==> src/rtl/i2s_tx.sv <==
// I2S master transmitter: derives scki/bck/lrck from clk and shifts one held
// stereo sample per 64-bck frame onto dout, MSB first with a one-bck delay.
module i2s_tx #(
    parameter int unsigned BCK_DIV = 4,
    parameter int unsigned WIDTH   = 24
) (
    input  logic             clk,
    input  logic             reset,
    input  logic [WIDTH-1:0] left_in,
    input  logic [WIDTH-1:0] right_in,
    input  logic             in_valid,
    output logic             in_ready,
    output logic             scki,
    output logic             bck,
    output logic             lrck,
    output logic             dout,
    output logic             underrun
);

    localparam int unsigned PW = $clog2(BCK_DIV);
    localparam int unsigned IW = (WIDTH > 1) ? $clog2(WIDTH) : 1;
    localparam logic [PW-1:0] P_LAST = PW'(BCK_DIV - 1);
    localparam logic [PW-1:0] P_HALF = PW'(BCK_DIV / 2);

    logic [PW-1:0]    p, p_n;
    logic [5:0]       k, k_n;
    logic [WIDTH-1:0] hold_l, hold_l_n, hold_r, hold_r_n;
    logic             hold_full, hold_full_n;
    logic [WIDTH-1:0] sh_l, sh_l_n, sh_r, sh_r_n;
    logic             scki_n, bck_n, lrck_n, dout_n, underrun_n, in_ready_n;

    logic             wrap, load;
    logic [4:0]       s_n;
    logic [5:0]       idx;
    logic [WIDTH-1:0] word_n;

    // Next-state and registered-output values.
    always_comb begin
        p_n         = p;
        k_n         = k;
        hold_l_n    = hold_l;
        hold_r_n    = hold_r;
        hold_full_n = hold_full;
        sh_l_n      = sh_l;
        sh_r_n      = sh_r;
        dout_n      = dout;
        underrun_n  = 1'b0;
        s_n         = 5'd0;
        idx         = 6'd0;
        word_n      = '0;

        wrap = (p == P_LAST);
        load = wrap && (k == 6'd63);

        p_n = wrap ? '0 : p + PW'(1);
        if (wrap) begin
            k_n = k + 6'd1;
        end

        // Frame boundary: take the held sample or send silence.
        if (load) begin
            if (hold_full) begin
                sh_l_n      = hold_l;
                sh_r_n      = hold_r;
                hold_full_n = 1'b0;
            end else begin
                sh_l_n     = '0;
                sh_r_n     = '0;
                underrun_n = 1'b1;
            end
        end

        // Accept uses the pre-load flag, so a same-clk accept waits a frame.
        if (in_valid && !hold_full) begin
            hold_l_n    = left_in;
            hold_r_n    = right_in;
            hold_full_n = 1'b1;
        end

        // Data bit for the slot position the counter is moving into.
        if (wrap) begin
            s_n    = k_n[4:0];
            word_n = k_n[5] ? sh_r_n : sh_l_n;
            idx    = 6'(WIDTH) - {1'b0, s_n};
            if ((s_n != 5'd0) && ({1'b0, s_n} <= 6'(WIDTH))) begin
                dout_n = word_n[idx[IW-1:0]];
            end else begin
                dout_n = 1'b0;
            end
        end

        scki_n     = ~scki;
        bck_n      = (p_n >= P_HALF);
        lrck_n     = k_n[5];
        in_ready_n = ~hold_full_n;
    end

    always_ff @(posedge clk) begin
        if (reset) begin
            p         <= '0;
            k         <= '0;
            hold_l    <= '0;
            hold_r    <= '0;
            hold_full <= 1'b0;
            sh_l      <= '0;
            sh_r      <= '0;
            scki      <= 1'b0;
            bck       <= 1'b0;
            lrck      <= 1'b0;
            dout      <= 1'b0;
            underrun  <= 1'b0;
            in_ready  <= 1'b1;
        end else begin
            p         <= p_n;
            k         <= k_n;
            hold_l    <= hold_l_n;
            hold_r    <= hold_r_n;
            hold_full <= hold_full_n;
            sh_l      <= sh_l_n;
            sh_r      <= sh_r_n;
            scki      <= scki_n;
            bck       <= bck_n;
            lrck      <= lrck_n;
            dout      <= dout_n;
            underrun  <= underrun_n;
            in_ready  <= in_ready_n;
        end
    end

endmodule

==> config.mk <==
export PLATFORM = sky130hd
export DESIGN_NAME = i2s_tx
export DESIGN_NICKNAME = d
export VERILOG_FILES = /design/src/rtl/i2s_tx.sv
export SDC_FILE = /design/constraint.sdc
export NUM_CORES = 1
export LEC_CHECK = 0
export CAP_MARGIN = 20
export CORE_MARGIN = 8
export CORE_UTILIZATION = 40
export CTS_BUF_LIST = sky130_fd_sc_hd__clkbuf_8
export CTS_CLUSTER_SIZE = 8
export DETAILED_ROUTE_END_ITERATION = 6
export SETUP_SLACK_MARGIN = 0.2
export SYNTH_ARGS = -nofsm -noshare
export SYNTH_HDL_FRONTEND = slang
export SYNTH_SLANG_ARGS = --single-unit
==> constraint.sdc <==
create_clock -name clk -period 2.75 [get_ports clk]
set_clock_uncertainty 0.15 [all_clocks]
set_input_delay 0.4125 -clock clk [delete_from_list [all_inputs] [get_ports clk]]
set_output_delay 0.4125 -clock clk [all_outputs]
set_load 0.005 [all_outputs]
[After elaboration in Yosys (flattened, before gate mapping)]
Index checks and enable logic that the tools add are counted.
Storage, ports and cells
  register bits: 111
  latch bits: 0
  bits in writable memories: 0
  memory bits (read-only): 0
  output and inout port bits: 6
  memories: 0
Cells by class
  $add $sub $neg: 3
  $mul: 0
  div/mod/pow operators: 0
  $lt $le $gt $ge: 3
  equality and inequality tests: 2
  shifts and indexed selects: 0
  mux-type cells: 13
  bitwise gates (word level): 3
  reductions and logical operators: 6
Operators with widths (number)
  24-bit 2-to-1 mux: 5
  6-bit by 1-bit adder with 6-bit output, second input constant: 1
  6-bit == test, second input constant: 1
  5-bit by 6-bit less-than comparator with 1-bit output, second input constant: 1
  6-bit 2-to-1 mux: 1
  1-bit binary-select mux with 5-bit select: 1
  5-bit <= comparator, second input constant: 1
  1-bit 2-to-1 mux: 5
  5-bit nonzero test: 1
  5-bit subtractor, first input constant: 1
  1-bit logical AND: 3
  1-bit inverter: 3
  2-bit by 1-bit adder with 2-bit output, second input constant: 1
  2-bit == test, second input constant: 1
  2-bit greater-or-equal comparator, second input constant: 1
  2-bit 2-to-1 mux: 1
  2-bit OR reduction: 1
  1-bit zero test: 1

[Longest topological paths before layout]
  word-level depth: 7
  mapped depth: 12

[Worst setup path before layout]
No wires, ideal clock.
  path type: reg-to-reg
  start point: reg bck (netlist name)
  end point: reg dout
  data arrival time: 2439 ps
  data required time: 2516 ps
  slack: 77 ps
  stages on the path, launching flop included: 11
  buffers on the path: 0
  clock period less this slack: 2673 ps
  cell sequence: dfxtp_1 -> ha_1 -> xor2_1 -> inv_2 -> ha_1 -> xnor3_1 -> a311o_1 -> a211oi_2 -> a21oi_1 -> o211a_1 -> o31ai_2
RTL lines
  end signal: assignment: RTL line 124  | dout <= dout_n;
  end: declaration: RTL line 16  | output logic dout,

[Worst setup path after layout]
  start point: reg p[0]
  end point: reg dout
Between the ends
  longest elaborated chain between the ends: 7
  elaborated cells on any way between the ends: 13
  those cells by class: add/sub: 1; order compare: 1; eq/ne: 1; mux: 7; reduce/logical: 3
Ends and longest elaborated chain
  start: declaration: RTL line 25  | logic [PW-1:0] p, p_n;
  start signal: assignment: RTL line 114  | p <= p_n;
  2-bit == test (*): RTL line 52  | wrap = (p == P_LAST);
  branches (longest 6 deep; another with 5-bit subtractor)
Every way passes the cells marked *. The select of a mux whose other input is x is not followed.
A chain may end at the register's enable or synchronous reset.

==> impl_results.md <==
- Status: completed
- CTS tree: done
- Tcrit/Tclk final: 96.3%
- Die area: 15100 µm²
- RSZ-0062 raised after global routing: yes
- Syn avg cell area: 7.94 µm²
- Final Cell Area: 5690 µm²
- Placed inst area: 5380 µm²
- #FFs+latches synth: 109
- Worst path cell trace: ha_4, mux2i_4, ha_2, xnor3_2, buf_4, a2111oi_1, o2111ai_1, o31ai_2
- Hold WC Path Type: input port to flip-flop
- Sequential Power Share: 55.8%
- CP Launch Type: flip-flop
- Synth unique cells: 49
- Sequential element share of the synthesized area: 47.9%
- CP Class: flip-flop to flip-flop
- Reg area: 2190 µm²
- DRC errors left: 0
- LEAKAGE: 0.00209 µW
- Total core area: 11300 µm²
- VDD IR max: 0.000272 V
- Hold_ws: 262 ps
- Drt via density: 5.24
- Worst-margin pin slew: 508 ps
- Syn Inst Count: 574
- Syn nets: 628
- GRT Overall Usage: 17.5%
- Clock transition at path regs: 110 ps
- CP required: 2910 ps
- Yosys warns: 0
- Share of the synthesized area in the top cell type: 47.9%
- Mapped cell area: 4560 µm²
- EDFF count, synth: 0
- Vias: 4091
- Clk root buf: clkbuf_8
- Die H: 123 µm
- FMAX: 0.378 GHz
- Initial antenna violation count: 0
- Layout cell share with drive strength beyond 1: 12.4%
- Psw: 809 µW
- Io pins: 57
- Combinational power share: 12.9%
- Async S/R FF share, synth: 0%
- Initial core utilization: 40.4%
- Setup crit end kind: flip-flop
- Area delta synth->final: 24.9%
- Slew HR: 66.1%
- Commonest non-fill, non-tap cell in the layout: nand2_1
- Clock Latency Late Sink: 380 ps
- Setup violations, final: 0
- Commonest non-fill, non-tap cells in the layout: nand2_1, dfxtp_1, a21oi_1
- Max_cap viols: 0
- H-Tree Level Count: 3
- # fillers: 1119
- Critical Path AT: 2800 ps
- Clk buf depth: 2
- Chip Width: 123 µm
- Delay-heaviest family, CP: compound AO/OA/AOI/OAI gates
- P per Cell Area: 521 nW/µm²
- Slowest stage delay, CP: 430 ps
- Area occupied by multi-input gates: 2270 µm²
- # rows: 39
- Top cells by area, synth: dfxtp_1, a21oi_1, nand2_1
- Nets: 687
- Worst path bufs/invs: 1
- PortBufs: 56
- Antenna diodes: 0
- Final ANT Viol Nets: 0
- CTS buffer count: 9
- Largest net degree at the start of global routing: 49
- Switching share of power: 27.3%
- Wirelength, routed: 12.8 mm
- Number of global-route vias before repair: 3919
- DP HPWL: 9.04 mm
- Clock power frac: 31.2%
- Initial DRC count: 215
- Routability cong.: 0.899
- Top FF cell, synth: dfxtp_1
- Internal Pwr Total: 2150 µW
- Aggregate global routing overflow: 0
- Slew Viols, Final: 0
- Dominant cell type by area after synthesis: dfxtp_1
- Worst path slowest cell: a2111oi_1
- WL/cell: 16.4 µm
- Crit-path max FO: 7
- Pre-Repair DR Iteration Count: 4
- Crit path time final: 2650 ps
- Clk sinks: 109
- First-pass GRT wire length: 20.6 mm
- Final Hold Fails: 0
==> metrics by stage <==
| step | instances | util (%) | setup WS (ps) | setup TNS, ps | power (µW) |
|---|---|---|---|---|---|
| floorplan | 574 | - | 198 | 0 | 1890 |
| global placement | 759 | 47.8 | 28.2 | 0 | 2050 |
| detailed placement | 759 | 47.8 | -80.1 | -80.1 | 2050 |
| CTS | 780 | 50.3 | 142 | 0 | 2990 |
| global route | 781 | 50.5 | 12.6 | 0 | 3110 |
| finish | 781 | 50.5 | 101 | 0 | 2960 |
==> flip-flops by register name, indices dropped and copies added, names as in the netlist <==
register	cells
bck	1
dout	1
hold_full	1
hold_l	24
hold_r	24
in_ready	1
k	5
lrck	1
p	1
scki	1
sh_l	24
sh_r	24
underrun	1
==> layout make-up <==
cell class / instances / area share [%]
repair buffers: 91 / 15.1
inverters: 2 / 0.132
clock inverters: 7 / 1.10
multi-input cells: 420 / 39.9
clock buffers: 9 / 2.18
well taps: 143 / 3.14
flip-flops and latches: 109 / 38.5
==> power by group through the flow <==
stage / sequential, µW / clock (µW) / combinational (µW)
2_1_floorplan: 1680 / 0 / 206
3_3_place_gp: 1690 / 0 / 364
3_5_place_dp: 1690 / 0 / 364
4_1_cts: 1660 / 958 / 381
5_1_grt: 1660 / 1020 / 423
6_report: 1650 / 926 / 383
==> worst paths after layout <==
check        start        to  slack [ps]  depth (start not counted)
min reg2reg   scki      scki         260                          1
max reg2reg   p[0]      dout         100                          8
min          reset  sh_l[18]         260                          2
max           p[0]      dout         100                          8
==> per-layer routing <==
metal | part of all wire, % | global-route usage [%]
met3 | 3.4 | 4.23
met1 | 46 | 22.2
met2 | 49 | 29.1
met5 | 0 | 0
met4 | 1.4 | 4.49
==> worst reg2reg max path, delay by kind of cell, from the launching register on <==
kind | cells | cell delay (ps)
buffers and inverters | 1 | 170
xor gates and xnor gates | 1 | 330
DFF | 1 | 370
AOI/OAI and AO/OA | 3 | 830
adders and majority gates | 2 | 470
muxes | 1 | 260
==> cells in the mapped netlist, drive strengths merged (2+ instances only) <==
master / count
a211oi: 7
a21oi: 106
a221oi: 5
a22oi: 3
a311o: 2
a31o: 3
a32oi: 2
and2: 2
and3: 13
buf: 17
clkbuf: 27
dfxtp: 109
ha: 3
inv: 2
mux2i: 3
nand2: 142
nand2b: 4
nand3: 26
nand3b: 2
nand4: 3
nor2: 44
nor2b: 3
nor3: 17
o211ai: 2
o21ai: 7
xnor2: 5
xor2: 3
==> cell families after synthesis <==
group | after synthesis | synth area share [%]
AO/OA/AOI/OAI | 144 | 18.4
XOR/XNOR | 10 | 2.55
adder cells (fa/ha/maj) | 3 | 0.824
buffers and inverters | 46 | 4.39
flip-flops | 109 | 47.9
multiplexers | 3 | 0.659
AND/OR/NAND/NOR | 259 | 25.3
==> timing repair <==
action                                  CTS  global route
pin swaps                                 4             2
resized for setup                        17             2
endpoints found under the setup margin    1             1
buffers inserted                          4             1
gates cloned                              1             0
hold buffers                              0             0
hold endpoints to repair                  0             0
Power figures use the tool's default switching activity.
